## src/rtl/seg_scan_ctrl.sv

```systemverilog
// Time-multiplexed scan controller for a 4-digit active-low seven-segment display.
// Optional LEADING_ZERO_BLANK_EN: darken leading zero digits 3..1 of the latched value.
module seg_scan_ctrl #(
  parameter int unsigned DWELL_CYCLES = 100000,
  parameter int unsigned BLANK_CYCLES = 200
) (
  input  logic        clk,
  input  logic        rst_n,
  input  logic        enable_i,
  input  logic [15:0] value_i,
  input  logic [3:0]  blank_mask_i,
  input  logic [3:0]  dp_i,
  output logic [3:0]  an_n,
  output logic [6:0]  seg_n,
  output logic        dp_n,
  output logic        frame_tick
);

  localparam int unsigned CNT_W = (DWELL_CYCLES > 1) ? $clog2(DWELL_CYCLES) : 1;
  localparam int unsigned BLANK_LAST = BLANK_CYCLES - 1;
  localparam int unsigned ACTIVE_LAST = DWELL_CYCLES - BLANK_CYCLES - 1;

  typedef enum logic [1:0] {IDLE, BLANK, ACTIVE} state_t;

  state_t             state_q, state_d;
  logic [1:0]         idx_q, idx_d;
  logic [CNT_W-1:0]   cnt_q, cnt_d;
  logic [15:0]        sh_value_q, sh_value_d;
  logic [3:0]         sh_mask_q, sh_mask_d;
  logic [3:0]         sh_dp_q, sh_dp_d;
  logic [3:0]         an_d;
  logic [6:0]         seg_d;
  logic               dp_d;
  logic               tick_d;
  logic [3:0]         lz;
  logic [3:0]         nib;

  function automatic logic [6:0] decode(input logic [3:0] n);
    case (n)
      4'h0: decode = 7'h40;  4'h1: decode = 7'h79;
      4'h2: decode = 7'h24;  4'h3: decode = 7'h30;
      4'h4: decode = 7'h19;  4'h5: decode = 7'h12;
      4'h6: decode = 7'h02;  4'h7: decode = 7'h78;
      4'h8: decode = 7'h00;  4'h9: decode = 7'h10;
      4'hA: decode = 7'h08;  4'hB: decode = 7'h03;
      4'hC: decode = 7'h46;  4'hD: decode = 7'h21;
      4'hE: decode = 7'h06;  default: decode = 7'h0E;
    endcase
  endfunction

  // Leading-zero suppression flags for the value being latched/displayed
  always_comb begin
    lz = 4'b0000;
`ifdef LEADING_ZERO_BLANK_EN
    lz[3] = (sh_value_d[15:12] == 4'h0);
    lz[2] = lz[3] & (sh_value_d[11:8] == 4'h0);
    lz[1] = lz[2] & (sh_value_d[7:4] == 4'h0);
`endif
  end

  always_ff @(posedge clk or negedge rst_n) begin
    if (!rst_n) begin
      state_q    <= IDLE;
      idx_q      <= 2'd0;
      cnt_q      <= '0;
      sh_value_q <= 16'h0000;
      sh_mask_q  <= 4'h0;
      sh_dp_q    <= 4'h0;
      an_n       <= 4'hF;
      seg_n      <= 7'h7F;
      dp_n       <= 1'b1;
      frame_tick <= 1'b0;
    end else begin
      state_q    <= state_d;
      idx_q      <= idx_d;
      cnt_q      <= cnt_d;
      sh_value_q <= sh_value_d;
      sh_mask_q  <= sh_mask_d;
      sh_dp_q    <= sh_dp_d;
      an_n       <= an_d;
      seg_n      <= seg_d;
      dp_n       <= dp_d;
      frame_tick <= tick_d;
    end
  end

  // Next state, and outputs for the state being entered so registers show it without lag
  always_comb begin
    state_d    = state_q;
    idx_d      = idx_q;
    cnt_d      = cnt_q + CNT_W'(1);
    sh_value_d = sh_value_q;
    sh_mask_d  = sh_mask_q;
    sh_dp_d    = sh_dp_q;
    tick_d     = 1'b0;
    an_d       = 4'hF;
    seg_d      = 7'h7F;
    dp_d       = 1'b1;
    nib        = 4'h0;

    if (!enable_i) begin
      state_d = IDLE;
      idx_d   = 2'd0;
      cnt_d   = '0;
    end else begin
      case (state_q)
        IDLE: begin
          state_d    = BLANK;
          idx_d      = 2'd0;
          cnt_d      = '0;
          sh_value_d = value_i;
          sh_mask_d  = blank_mask_i;
          sh_dp_d    = dp_i;
        end
        BLANK: begin
          if (cnt_q == CNT_W'(BLANK_LAST)) begin
            state_d = ACTIVE;
            cnt_d   = '0;
          end
        end
        ACTIVE: begin
          if (cnt_q == CNT_W'(ACTIVE_LAST)) begin
            state_d = BLANK;
            cnt_d   = '0;
            idx_d   = idx_q + 2'd1;
            // Frame boundary: pulse and latch a fresh display value
            if (idx_q == 2'd3) begin
              tick_d     = 1'b1;
              sh_value_d = value_i;
              sh_mask_d  = blank_mask_i;
              sh_dp_d    = dp_i;
            end
          end
        end
        default: begin
          state_d = IDLE;
          idx_d   = 2'd0;
          cnt_d   = '0;
        end
      endcase
    end

    if (state_d == ACTIVE) begin
      nib   = sh_value_d[{idx_d, 2'b00} +: 4];
      an_d  = (sh_mask_d[idx_d] | lz[idx_d]) ? 4'hF : ~(4'b0001 << idx_d);
      seg_d = decode(nib);
      dp_d  = ~sh_dp_d[idx_d];
    end
  end

endmodule

```

## config.mk

```make
export PLATFORM = sky130hd
export DESIGN_NAME = seg_scan_ctrl
export DESIGN_NICKNAME = d
export VERILOG_FILES = /design/src/rtl/seg_scan_ctrl.sv
export SDC_FILE = /design/constraint.sdc
export NUM_CORES = 1
export LEC_CHECK = 0
export BUFFER_PORTS_ARGS = -buffer_cell sky130_fd_sc_hd__buf_4
export CAP_MARGIN = 20
export CELL_PAD_IN_SITES_DETAIL_PLACEMENT = 2
export CELL_PAD_IN_SITES_GLOBAL_PLACEMENT = 2
export CORE_MARGIN = 1.5
export CORE_UTILIZATION = 32
export DETAILED_ROUTE_END_ITERATION = 6
export PLACE_DENSITY = 0.79
export SYNTH_ARGS = -nofsm -noshare
export SYNTH_HDL_FRONTEND = slang
export SYNTH_SLANG_ARGS = --single-unit
```

## constraint.sdc

```tcl
create_clock -name clk -period 3.35 [get_ports clk]
set_input_delay 0 -clock clk [delete_from_list [all_inputs] [get_ports clk]]
set_output_delay 0 -clock clk [all_outputs]
set_load 0.02 [all_outputs]
```

# == Word level (Yosys, flattened, before mapping) ==
# Memories as Yosys holds them, arrays and structs flattened.
# Index checks and enable logic that the tools add are counted.
# totals
ff_bits,58
mem_bits_ro,112
inputBits,27
output_inout_bits,13
memories,1
# op_classes
n_addsub,2
magnitude_cmp,1
eq_ne,6
n_shift,2
mux,37
bitwise_logic,3
reduce_logical,1
# mem_list
name,words,width,read_ports,rd_ports_with_merged_regs,wr,line,source
(no name shown),16,7,1,0,0,39,case (n)
# ops
cell,n
$mux W17,3
$mux W16,3
$pmux W17 S2,1
$mux W4,8
$pmux W16 S2,1
$add A17 B1 Y17 const B,1
$eq A17 B17 Y1 const B,1
$eq A17 B8 Y1 const B,1
$pmux W4 S2,2
$shiftx A16 B5 Y4,1
$mux W2,5
$mux W1,8
$mux W7,1
$bmux W1 S2,3
$eq A2 B2 Y1 const B,3
$pmux W2 S3,1
$not A4 Y4,1
$pmux W2 S2,1
$shl A1 B2 Y4 const A,1
$lt A2 B3 Y1 const B,1
$add A2 B1 Y2 const B,1
$eq A2 B1 Y1 const B,1
$logic_not A2 Y1,1
$not A1 Y1,1
$or A1 B1 Y1,1

# == Logic depth before layout (Yosys ltp) ==
# logic_depth
ltp_word,10
ltp_mapped,16
mapped_depth_nobuf,14

# == Worst setup path after synthesis ==
# Ideal clock, no wire load.
# synth_path
path_type,register -> register
startpoint,register cnt_q[0]
endpoint,register seg_n[3]
setup_ps,93
arrival_time_ps,3085
required_ps,3257
slack_ps,172
path_stages_with_launch,14
n_path_buf,1
path_cell_list,dfrtp_1 -> ha_1 -> nor4bb_1 -> and3_1 -> a31oi_1 -> a211oi_1 -> clkbuf_1 -> a211oi_1 -> a21oi_1 -> inv_1 -> ha_1 -> nor2_1 -> a211oi_1 -> o21ai_1
# synth_via
elab_chain_cells,7
elab_cells_between_ends,16
cone_classes,eq/ne (3); shift (1); mux (11); memory (1)
# synth_rtl
element,line,source
"start, declared",27,"logic [CNT_W-1:0] cnt_q, cnt_d;"
"start signal, assigned",76,cnt_q <= cnt_d;
$eq A17 B17 Y1,122,if (cnt_q == CNT_W'(ACTIVE_LAST)) begin
$mux W2,122,
$pmux W2 S2,106,case (state_q)
$mux W2,101,if (!enable_i) begin
via idx_d[0],26,"logic [1:0] idx_q, idx_d;"
$shiftx A16 B5 Y4,144,"nib = sh_value_d[{idx_d, 2'b00} +: 4];"
$mem_v2 Z16 W7,-,
$mux W7,143,if (state_d == ACTIVE) begin
via seg_d[3],32,logic [6:0] seg_d;
"end signal, assigned",81,seg_n <= seg_d;
"end, declared",14,"output logic [6:0] seg_n,"
# The timed path passes the listed nets, and every way through them passes these cells.

# == Worst setup path after layout ==
# layout_path
startpoint,register cnt_q[0]
endpoint,register seg_n[0]
# layout_via
elab_chain_cells,7
elab_cells_between_ends,16
cone_classes,eq/ne (3); shift (1); mux (11); memory (1)
# layout_rtl
element,line
$eq A17 B17 Y1,122
$mux W16 / $mux W2 (equally long branches),122
$pmux W16 S2 / $pmux W2 S2 (equally long branches),106
$mux W16 / $mux W2 (equally long branches),101
$shiftx A16 B5 Y4,144
$mem_v2 Z16 W7,-
$mux W7 (*),143
via seg_d[0],32
# The timed path passes the listed nets; every way through them passes the cells marked *.

==> metrics.csv <==
metric,value,unit
drt_iter0_drc,96,
postSynth.asyncResetShare,100.0,%
dpl.hpwl,5.938,mm
final_cells,486,
power.total,1.777,mW
insertion_delay,0.35,ns
hold_violations,0,
crit_slowest_cell,dfrtp_1,
gp_congestion,0.7553,
start_util,33.34,%
syn_nets,336,
htree_levels,3,
root_buffer,clkbuf_8,
ios,40,
ys_ff_latch,58,
yosys_warnings,0,
gr-total-overflow,0,
seqCellArea,1466,um^2
tightestPinTransition,0.7812,ns
cts_inserted_buffers,9,
cp.arrival,3.50,ns
die_h,98.55,um
grt_max_degree,59,
drv_cap,0,
routedWlPerCell,21.48,um
synth_top_area_share,39.40,%
period_needed,3.242,ns
path_max_fanout,6,
dr.pass1.iters,6,
die_w,98.55,um
cp-start-kind,flop,
multiInputGateArea,1474,um^2
netlist_top_cells_area,"dfrtp_1 (39%), dfstp_2 (11%), nor2_1 (7.8%), ha_1 (5.1%), a21oi_1 (3.4%)",
clock-sinks,58,
syn_to_final_growth,35.03,%
synth_largest_area_cell,dfrtp_1,
peakVddDrop,0.1633,mV
dp_cells,443,
io_buffers,39,
synth-main-ff-cell,dfrtp_1,
grt_usage,21.29,%
worstSetupPathType,reg2reg,
holdWs,0.01758,ns
outcome,completed,
crit_family,compound AO/OA/AOI/OAI gates,
leakagePower,1.670,nW
max_stage_delay,0.44,ns
grt_pass1_wl,15.91,mm
drive_gt1_share,26.98,%
crit_chain,ha_4 > and4bb_1 > nand4_4 > a21oi_2 > o22ai_2 > o21ai_0 > mux2_4 > inv_1 > ha_1 > or3_1 > o221ai_1 > nand2_1,
worst-path-buf-inv,1,
viasPerCell,5.337,
fmax,0.3084,GHz
synth-edff-count,0,
insertedDiodeCount,0,
clock_path_buffers,2,
dieArea,9712,um^2
fin_nets,412,
avgSynthCellArea,9.837,um^2
setup_viol,0,
cts_tree,yes,
syn_area,2922,um^2
drtAntennaViolNets,0,
slew_headroom,47.92,%
post-route-period-util,96.79,%
core,8763,um^2
seq_area_frac_synth,50.19,%
drt-total-wl,10.44,mm
ys_types,48,
worstHoldPathType,in2reg,
fillers,930,
clock_skew,0.01613,ns
power.density,450.5,nW/um^2
grt_pass1_vias,2894,
drc,0,
final_max_slew_viol_count,0,
num_rows,34,
antenna_found_initial,0,
synth_cells,297,
num_vias,2594,
end_kind,flop,
clkTransAtPathRegs,0.07,ns
cp.required,3.61,ns
## cell families (layout without fill, tap and decap cells)
| logic type | count (synthesis) | in the layout | synth area share [%] |
|---|---|---|---|
| flip-flops | 58 | 58 | 50.19 |
| adder cells (fa/ha/maj) | 12 | 12 | 5.139 |
| AO/OA/AOI/OAI | 56 | 57 | 12.85 |
| XOR/XNOR | 16 | 16 | 4.796 |
| buffers and inverters | 21 | 101 | 2.827 |
| multiplexers | 11 | 11 | 4.154 |
| AND/OR/NAND/NOR | 123 | 123 | 20.04 |
## Yosys cell counts, types with 2 or more instances
cell type,instances
or3_1,3
a21oi_1,20
inv_1,10
nand2b_1,2
xor2_1,10
mux2_2,5
and3_1,6
o221ai_1,2
ha_1,12
clkbuf_1,7
nor2_1,61
a32o_1,6
o21ai_0,8
o21ai_1,2
a211oi_1,3
nand2_1,19
dfstp_2,12
xnor2_1,6
buf_2,3
nand3_1,17
nor3_1,4
nor4bb_1,2
o211ai_1,3
dfrtp_1,46
mux2i_1,5
## layout by cell type, fill, tap and decap left out, types with 2 or more instances in the layout
master	count
nor3_1	4
a21oi_1	19
o21ai_0	6
o21ai_1	3
and3_1	5
dfstp_2	12
a211oi_2	2
mux2_4	2
inv_1	10
xnor2_1	6
nand2_1	19
a32o_1	6
o221ai_1	2
nand2b_1	2
nand3_1	16
dfrtp_1	46
clkbuf_8	11
clkinvlp_4	2
or3_1	3
buf_4	50
nor2_1	61
dlygate4sd3_1	24
mux2_2	4
mux2i_1	4
xor2_1	10
o211ai_1	3
ha_1	10
## timing repair
item / 4_1_cts / 5_1_grt
cloned: 0 / 1
hold buffers: 24 / 0
pin swaps: 1 / 1
hold endpoints to repair: 69 / 0
gates resized for setup: 1 / 18
endpoints found under the setup margin: 3 / 7
buffers inserted: 0 / 2
## layout make-up
class | instances | share of cell area, %
Clock buffer | 12 | 3.933
Clock inverter | 4 | 1.269
Inverter | 10 | 0.9515
Multi-Input combinational cell | 219 | 37.36
Sequential cell | 58 | 37.17
Tap cell | 108 | 3.425
Timing Repair Buffer | 75 | 15.89
## per-layer routing
layer | part of all wire [%] | wire (um) | global-route usage (%)
met1 | 41 | 4294 | 25.77
met2 | 53 | 5505 | 37.09
met3 | 2.5 | 266 | 3.972
met4 | 3.6 | 374 | 8.992
met5 | 0 | 0 | 0
## power breakdown
group          internal, mW  switching (mW)  total [mW]
sequential            0.750          0.0220       0.772
combinational         0.128           0.186       0.314
clock                 0.383           0.307       0.691
## worst reg2reg max path, stage by stage (launching register included)
cell      delay (ns)
dfrtp_1         0.44
ha_4            0.20
and4bb_1        0.28
nand4_4         0.18
a21oi_2         0.39
o22ai_2         0.19
o21ai_0         0.34
mux2_4          0.27
inv_1           0.10
ha_1            0.24
or3_1           0.38
o221ai_1        0.08
nand2_1         0.09
## flip-flops by register name, summed over array words and instances (netlist names)
register and count:
cnt_q 17, sh_value_q 16, seg_n 7, an_n 4, sh_dp_q 4, sh_mask_q 4
idx_q 2, state_q 2, dp_n 1, frame_tick 1
## through the flow
| step | setup TNS, ns | cell area, um^2 | utilization (%) | setup slack (ns) |
|---|---|---|---|---|
| finish | 0 | 3945 | 45.02 | 0.1076 |
| global route | -0.1566 | 3945 | 45.02 | -0.06142 |
| CTS | 0 | 3844 | 43.86 | 0.005891 |
| detailed placement | 0 | 3391 | 38.69 | 0.04251 |
| floorplan | 0 | 2922 | - | 0.1719 |
| global placement | 0 | 3391 | 38.69 | 0.2872 |
## worst paths after layout
kind                                  end  slack (ns)           from  cells after the start
setup / recovery                 seg_n[0]        0.11       cnt_q[0]                     12
hold / removal              sh_value_q[3]        0.02     value_i[3]                      4
setup reg to reg                 seg_n[0]        0.11       cnt_q[0]                     12
hold reg to reg             sh_value_q[3]        0.50  sh_value_q[3]                      2
max in group asynchronous        cnt_q[2]        2.54          rst_n                      2
min in group asynchronous  sh_value_q[13]        0.26          rst_n                      2
Note: power is estimated with default switching activity, not from simulation.
